--- src/rtl/pll_lock_supervisor.sv ---
// PLL bring-up and lock supervisor.
// Runs entirely on the PLL reference clock so it stays alive while the PLL is
// unlocked. It sequences PLL reset and bypass, qualifies lock over a stability
// window, retries on lock timeout, and releases downstream resets in a
// staggered order.
module pll_lock_supervisor #(
    parameter int RST_HOLD_CYCLES     = 16,
    parameter int LOCK_TIMEOUT_CYCLES = 4096,
    parameter int LOCK_STABLE_CYCLES  = 256,
    parameter int MAX_RETRIES         = 3,
    parameter int NUM_RST_OUT         = 2,
    parameter int STAGGER_CYCLES      = 8
) (
    input  logic                   REFERENCECLK,
    input  logic                   RESETB,
    input  logic                   PLL_LOCK,
    input  logic                   BYPASS_REQ,
    input  logic                   CLEAR_FAULT,
    output logic                   PLL_RESETB,
    output logic                   PLL_BYPASS,
    output logic [NUM_RST_OUT-1:0] RST_OUT_N,
    output logic                   LOCKED,
    output logic                   FAULT,
    output logic [((MAX_RETRIES > 0) ? $clog2(MAX_RETRIES + 1) : 1)-1:0] RETRY_COUNT,
    output logic [7:0]             LOST_LOCK_CNT,
    output logic [2:0]             STATE
);

    localparam int RETRY_W   = (MAX_RETRIES > 0) ? $clog2(MAX_RETRIES + 1) : 1;
    localparam int HOLD_W    = $clog2(RST_HOLD_CYCLES) + 1;
    localparam int TMO_W     = $clog2(LOCK_TIMEOUT_CYCLES) + 1;
    localparam int STAB_W    = $clog2(LOCK_STABLE_CYCLES) + 1;
    localparam int STAG_LAST = 1 + (NUM_RST_OUT - 1) * STAGGER_CYCLES;
    localparam int STAG_W    = $clog2(STAG_LAST) + 1;

    localparam logic [HOLD_W-1:0]  HOLD_END  = HOLD_W'(RST_HOLD_CYCLES);
    localparam logic [TMO_W-1:0]   TMO_END   = TMO_W'(LOCK_TIMEOUT_CYCLES);
    localparam logic [STAB_W-1:0]  STAB_END  = STAB_W'(LOCK_STABLE_CYCLES);
    localparam logic [STAG_W-1:0]  STAG_END  = STAG_W'(STAG_LAST);
    localparam logic [RETRY_W-1:0] RETRY_END = RETRY_W'(MAX_RETRIES);

    typedef enum logic [2:0] {
        ST_HOLD      = 3'd0,
        ST_WAIT_LOCK = 3'd1,
        ST_STABLE    = 3'd2,
        ST_RUN       = 3'd3,
        ST_FAULT     = 3'd4,
        ST_BYPASS    = 3'd5
    } state_t;

    state_t               state_q, state_d;
    logic                 lock_meta_q, lock_s_q;
    logic [HOLD_W-1:0]    hold_cnt_q, hold_cnt_d, hold_inc;
    logic [TMO_W-1:0]     tmo_cnt_q, tmo_cnt_d, tmo_inc;
    logic [STAB_W-1:0]    stab_cnt_q, stab_cnt_d, stab_inc;
    logic [STAG_W-1:0]    stag_cnt_q, stag_cnt_d, stag_inc;
    logic [RETRY_W-1:0]   retry_q, retry_d;
    logic [7:0]           lost_q, lost_d;
    logic                 pll_resetb_q, pll_resetb_d;
    logic                 pll_bypass_q, pll_bypass_d;
    logic                 locked_q, locked_d;
    logic                 fault_q, fault_d;
    logic [NUM_RST_OUT-1:0] rst_out_n_q, rst_out_n_d;
    logic                 release_ok;

    // Two-flop synchroniser bringing the asynchronous PLL lock into this domain
    always_ff @(posedge REFERENCECLK or negedge RESETB) begin
        if (!RESETB) begin
            lock_meta_q <= 1'b0;
            lock_s_q    <= 1'b0;
        end else begin
            lock_meta_q <= PLL_LOCK;
            lock_s_q    <= lock_meta_q;
        end
    end

    // Next-state logic: bypass beats everything, then fault clear, then timeout/lock events
    always_comb begin
        state_d    = state_q;
        retry_d    = retry_q;
        lost_d     = lost_q;
        hold_cnt_d = '0;
        tmo_cnt_d  = '0;
        stab_cnt_d = '0;
        hold_inc   = hold_cnt_q + 1'b1;
        tmo_inc    = tmo_cnt_q + 1'b1;
        stab_inc   = stab_cnt_q + 1'b1;

        if (BYPASS_REQ && (state_q != ST_BYPASS)) begin
            state_d = ST_BYPASS;
        end else begin
            case (state_q)
                ST_HOLD: begin
                    if (hold_inc == HOLD_END) begin
                        state_d = ST_WAIT_LOCK;
                    end else begin
                        hold_cnt_d = hold_inc;
                    end
                end
                ST_WAIT_LOCK, ST_STABLE: begin
                    tmo_cnt_d = tmo_inc;
                    if (tmo_inc == TMO_END) begin
                        tmo_cnt_d = '0;
                        if (retry_q == RETRY_END) begin
                            state_d = ST_FAULT;
                        end else begin
                            retry_d = retry_q + 1'b1;
                            state_d = ST_HOLD;
                        end
                    end else if (state_q == ST_WAIT_LOCK) begin
                        if (lock_s_q) begin
                            if (STAB_END == STAB_W'(1)) begin
                                state_d = ST_RUN;
                            end else begin
                                state_d    = ST_STABLE;
                                stab_cnt_d = STAB_W'(1);
                            end
                        end
                    end else begin
                        if (!lock_s_q) begin
                            state_d = ST_WAIT_LOCK;
                        end else if (stab_inc == STAB_END) begin
                            state_d = ST_RUN;
                        end else begin
                            stab_cnt_d = stab_inc;
                        end
                    end
                end
                ST_RUN: begin
                    if (!lock_s_q) begin
                        state_d = ST_HOLD;
                        retry_d = '0;
                        lost_d  = (lost_q == 8'hFF) ? lost_q : lost_q + 8'd1;
                    end
                end
                ST_FAULT: begin
                    if (CLEAR_FAULT) begin
                        state_d = ST_HOLD;
                        retry_d = '0;
                    end
                end
                ST_BYPASS: begin
                    if (!BYPASS_REQ) begin
                        state_d = ST_HOLD;
                        retry_d = '0;
                    end
                end
                default: state_d = ST_HOLD;
            endcase
        end
    end

    // Output decode from the next state; the stagger counter restarts on every RUN/BYPASS entry
    always_comb begin
        stag_inc   = (stag_cnt_q == STAG_END) ? stag_cnt_q : stag_cnt_q + 1'b1;
        release_ok = (state_d == ST_RUN) || (state_d == ST_BYPASS);
        stag_cnt_d = (release_ok && (state_d == state_q)) ? stag_inc : '0;

        pll_resetb_d = (state_d == ST_WAIT_LOCK) || (state_d == ST_STABLE) || (state_d == ST_RUN);
        pll_bypass_d = (state_d == ST_BYPASS);
        locked_d     = (state_d == ST_RUN);
        fault_d      = (state_d == ST_FAULT);
        rst_out_n_d  = '0;
        for (int i = 0; i < NUM_RST_OUT; i++) begin
            rst_out_n_d[i] = release_ok && (stag_cnt_d >= STAG_W'(1 + i * STAGGER_CYCLES));
        end
    end

    // State, counters and registered outputs
    always_ff @(posedge REFERENCECLK or negedge RESETB) begin
        if (!RESETB) begin
            state_q      <= ST_HOLD;
            hold_cnt_q   <= '0;
            tmo_cnt_q    <= '0;
            stab_cnt_q   <= '0;
            stag_cnt_q   <= '0;
            retry_q      <= '0;
            lost_q       <= '0;
            pll_resetb_q <= 1'b0;
            pll_bypass_q <= 1'b0;
            locked_q     <= 1'b0;
            fault_q      <= 1'b0;
            rst_out_n_q  <= '0;
        end else begin
            state_q      <= state_d;
            hold_cnt_q   <= hold_cnt_d;
            tmo_cnt_q    <= tmo_cnt_d;
            stab_cnt_q   <= stab_cnt_d;
            stag_cnt_q   <= stag_cnt_d;
            retry_q      <= retry_d;
            lost_q       <= lost_d;
            pll_resetb_q <= pll_resetb_d;
            pll_bypass_q <= pll_bypass_d;
            locked_q     <= locked_d;
            fault_q      <= fault_d;
            rst_out_n_q  <= rst_out_n_d;
        end
    end

    assign PLL_RESETB    = pll_resetb_q;
    assign PLL_BYPASS    = pll_bypass_q;
    assign RST_OUT_N     = rst_out_n_q;
    assign LOCKED        = locked_q;
    assign FAULT         = fault_q;
    assign RETRY_COUNT   = retry_q;
    assign LOST_LOCK_CNT = lost_q;
    assign STATE         = state_q;

endmodule

--- config.mk ---
export PLATFORM = sky130hd
export DESIGN_NAME = pll_lock_supervisor
export DESIGN_NICKNAME = d
export VERILOG_FILES = /design/src/rtl/pll_lock_supervisor.sv
export SDC_FILE = /design/constraint.sdc
export NUM_CORES = 1
export LEC_CHECK = 0
export ABC_AREA = 1
export BUFFER_PORTS_ARGS = -buffer_cell sky130_fd_sc_hd__buf_2
export CAP_MARGIN = 20
export CORE_MARGIN = 2
export CORE_UTILIZATION = 64
export CTS_CLUSTER_DIAMETER = 40
export CTS_CLUSTER_SIZE = 24
export DETAILED_ROUTE_END_ITERATION = 7
export PLACE_DENSITY = 0.9
export SLEW_MARGIN = 20
export SYNTH_ARGS = -nofsm -noshare
export SYNTH_HDL_FRONTEND = slang
export SYNTH_SLANG_ARGS = --single-unit
export TNS_END_PERCENT = 100
--- constraint.sdc ---
create_clock -name REFERENCECLK -period 4.8 [get_ports REFERENCECLK]
set_input_delay 1.44 -clock REFERENCECLK [delete_from_list [all_inputs] [get_ports REFERENCECLK]]
set_output_delay 1.44 -clock REFERENCECLK [all_outputs]
set_load 0.03 [all_outputs]
==> flow_summary.yaml <==
setup_path:
  cp-start-kind: "input port"
  crit_fanout: 6
  end_kind: "flop"
  worstSetupPathType: "input port to flop"
  path_cells: "buf_2 > nand2_1 > nand2_1 > a21oi_1 > nand3_4 > nand2_4 > nand2_4 > nor2_8 > nand2_2 > nor4_2"
  r2r_end: "stag_cnt_q[2]$_DFF_PN0_"
  worst_ep_arrival_time_ns: 2.81
  max_stage_delay_ns: 0.38
  required_ns: 5.02
  rr_worst_depth: 17
  r2r_start: "stab_cnt_q[0]$_DFF_PN0_"
  r2r_setup_slack_ns: 2.40
  cp_slowest_cell: "a21oi_1"
min_path:
  min-delay-start: "lock_meta_q$_DFF_PN0_"
  min_path_cells: 0
  whs_endpoint: "lock_s_q$_DFF_PN0_"
  hold_class: "flop to flop"
floorplan:
  ios: 24
  core_sq_mm: 0.004444
  dieWidth_microns: 72.51
  dieHeight_microns: 72.51
  initial_core_util: 0.6760
  dieArea_sq_mm: 0.005258
  rows: 24
timing:
  finalMaxSlewViolations: 0
  rsz0062_at_grt: "false"
  tns_ns: 0
  whs_ns: 0.3599
  skew_ns: 0.01084
  hold_viol: 0
  timing.fmax_mhz: 385.9
  period_minus_slack_ns: 2.591
  timing.final.crit_share: 0.5398
  worstMarginPinSlew_ns: 0.7019
  final-setup-viol-count: 0
  timing.slew.headroom: 0.5321
power_and_ir_drop:
  power.share.sequential: 0.405
  p_leak_nw: 1.672
  p_int_uw: 760.3
  totalPowerFinal_mw: 1.320
  comb_power_share: 0.400
  p_switching_uw: 559.9
  power-per-cell-area_mw_per_mm2: 404.3
  switching_share: 0.4241
  pwr-share-clk: 0.195
  ir_drop_uv: 301.9
layout:
  syn_to_final_growth_pct: 8.705
  layout_commonest_cell: "nand2_1"
  multi_input_area_sq_mm: 0.001436
  mostFrequentLayoutCells: "80 x nand2_1, 56 x inv_1, 53 x dfrtp_1, 40 x nor2_1, 33 x nand3_1"
  layout-drive-gt1-share: 0.1800
  diodes: 0
  nNetsFinal: 412
  fillCellCount: 322
  seqCellArea_sq_mm: 0.001326
clocking:
  cts_setup_buffers: 0
  hold_buffers: 0
  clk_latency_ns: 0.31
  cts_tree: "yes"
  clock_path_buffers: 2
  cts-root-buf: "clkbuf_8"
  cts_buffers: 5
  cts-htree-levels: 2
  cts_resized: 0
  cts.clk_slew.worst_paths_ns: 0.09
  cts_sinks: 53
global_routing:
  track_usage: 0.2574
  gr-total-overflow: 0
  grt_pass1_vias: 2533
  grt_first_pass_wirelength_microns: 10570
  grt_max_degree: 34
  antenna_found_initial: 0
route:
  wl_per_cell_microns: 13.19
  highest_layer: "met4"
  drc: 0
  drt-vias-per-instance: 5.489
  drtPass1Iterations: 5
  route.met2.wl_microns: 2989
  wl_met1_microns: 2629
  totalWireLength_microns: 5961
  ant_nets: 0
  dr_total_vias: 2481
  drt-initial-drc-count: 184
  met3_length_microns: 240
synthesis:
  synth.area.mux_share: 0
  ys_ff_latch: 53
  synth_xor_area_frac: 0.03207
  yosysUniqueCellTypes: 39
  synthAdderAreaFrac: 0.02915
  synth_fp_nets: 384
  synth_compound_area_frac: 0.06122
  synth-simple-area-share: 0.3557
  syn_area_per_cell_sq_um: 8.076
  synth_top_family_by_area: "simple AND/OR/NAND/NOR gates"
  ys_warn_count: 0
  netlist_instances: 372
  synth_area_sq_mm: 0.003004
  ys_seq_area_frac: 0.4415
job:
  max_cap_viol_count: 0
placed_design:
  portBuffers: 23
  routabilityCongestion: 0.7836
  hpwl_microns: 4434
outcome:
  outcome: "finished, final reports clean"
[power groups by stage]
| stage | combinational [mW] | sequential [mW] | clock [mW] |
|---|---|---|---|
| 2_1_floorplan | 0.346 | 0.592 | 0 |
| 3_3_place_gp | 0.496 | 0.542 | 0 |
| 3_5_place_dp | 0.520 | 0.543 | 0 |
| 4_1_cts | 0.526 | 0.535 | 0.257 |
| 5_1_grt | 0.584 | 0.541 | 0.272 |
| 6_report | 0.528 | 0.535 | 0.258 |
[synth_stat cells (all sizes together)]
master / count / area [sq um]
nand4: 8 / 65.06
xor2: 8 / 70.07
nand3: 37 / 220.2
a31oi: 1 / 6.260
o211ai: 3 / 41.29
ha: 7 / 87.58
inv: 61 / 229.0
and2: 1 / 6.260
nor3: 15 / 85.08
nor3b: 1 / 7.510
clkbuf: 2 / 7.510
xnor2: 3 / 26.28
a21o: 1 / 7.510
or2: 2 / 12.51
a21oi: 14 / 73.82
o21bai: 1 / 7.510
a2111oi: 1 / 8.760
and3: 1 / 6.260
buf: 1 / 5.000
nor2: 50 / 246.5
o21ai: 7 / 38.79
nor4: 1 / 12.51
nand2: 93 / 406.6
dfrtp: 53 / 1326
[critical path: cells and delay by family]
kind                   cells  cell delay, ns
AO/OA/AOI/OAI              1            0.38
buffers and inverters      1            0.13
AND/OR/NAND/NOR            8            0.85
[layer usage]
| layer | global-route usage | vias up |
|---|---|---|
| met5 | 0 | - |
| met3 | 0.05000 | 13 |
| li1 | - | 1229 |
| met1 | 0.3114 | 1184 |
| met4 | 0.09465 | 0 |
| met2 | 0.4567 | 55 |
[flip-flops by register name (all words and copies together), names as in the netlist]
signal,count
PLL_RESETB,1
lock_s_q,1
hold_cnt_q,5
stab_cnt_q,9
FAULT,1
RST_OUT_N,2
stag_cnt_q,5
lock_meta_q,1
LOST_LOCK_CNT,8
LOCKED,1
RETRY_COUNT,2
tmo_cnt_q,13
STATE,3
PLL_BYPASS,1
[cell type report]
type / count / area share
Multi-Input combinational cell: 255 / 0.4398
Sequential cell: 53 / 0.4061
Inverter: 61 / 0.07012
Timing Repair Buffer: 24 / 0.03755
Clock buffer: 7 / 0.02644
Tap cell: 52 / 0.01992
[logic make-up (layout without fill, tap and decap cells)]
group	Yosys count	count (layout)
XOR/XNOR	11	11
AND/OR/NAND/NOR	209	209
AO/OA/AOI/OAI	28	28
adder cells (fa/ha/maj)	7	7
buffers and inverters	64	92
flip-flops	53	53
[worst max-delay path by stage]
stage | start | endpoint | depth (start not counted)
2_1_floorplan | BYPASS_REQ | LOST_LOCK_CNT[7]$_DFFE_PN0P_ | 10
3_3_place_gp | BYPASS_REQ | LOST_LOCK_CNT[7]$_DFFE_PN0P_ | 10
6_report | BYPASS_REQ | stag_cnt_q[2]$_DFF_PN0_ | 10
3_5_place_dp | BYPASS_REQ | LOST_LOCK_CNT[7]$_DFFE_PN0P_ | 10
5_1_grt | BYPASS_REQ | RST_OUT_N[0]$_DFF_PN0_ | 11
4_1_cts | BYPASS_REQ | stag_cnt_q[2]$_DFF_PN0_ | 10
[through the flow]
stage                     cells  cell area, sq um  setup WS [ns]    util
final                       452              3266          2.209  0.7348
after global routing        452              3266          2.061  0.7348
after CTS                   452              3266          2.233  0.7348
after detailed placement    445              3179          1.922  0.7154
after global placement      445              3179          1.978  0.7154
after floorplan             372              3004          2.213       -
Note: power is estimated with default switching activity, not from simulation.
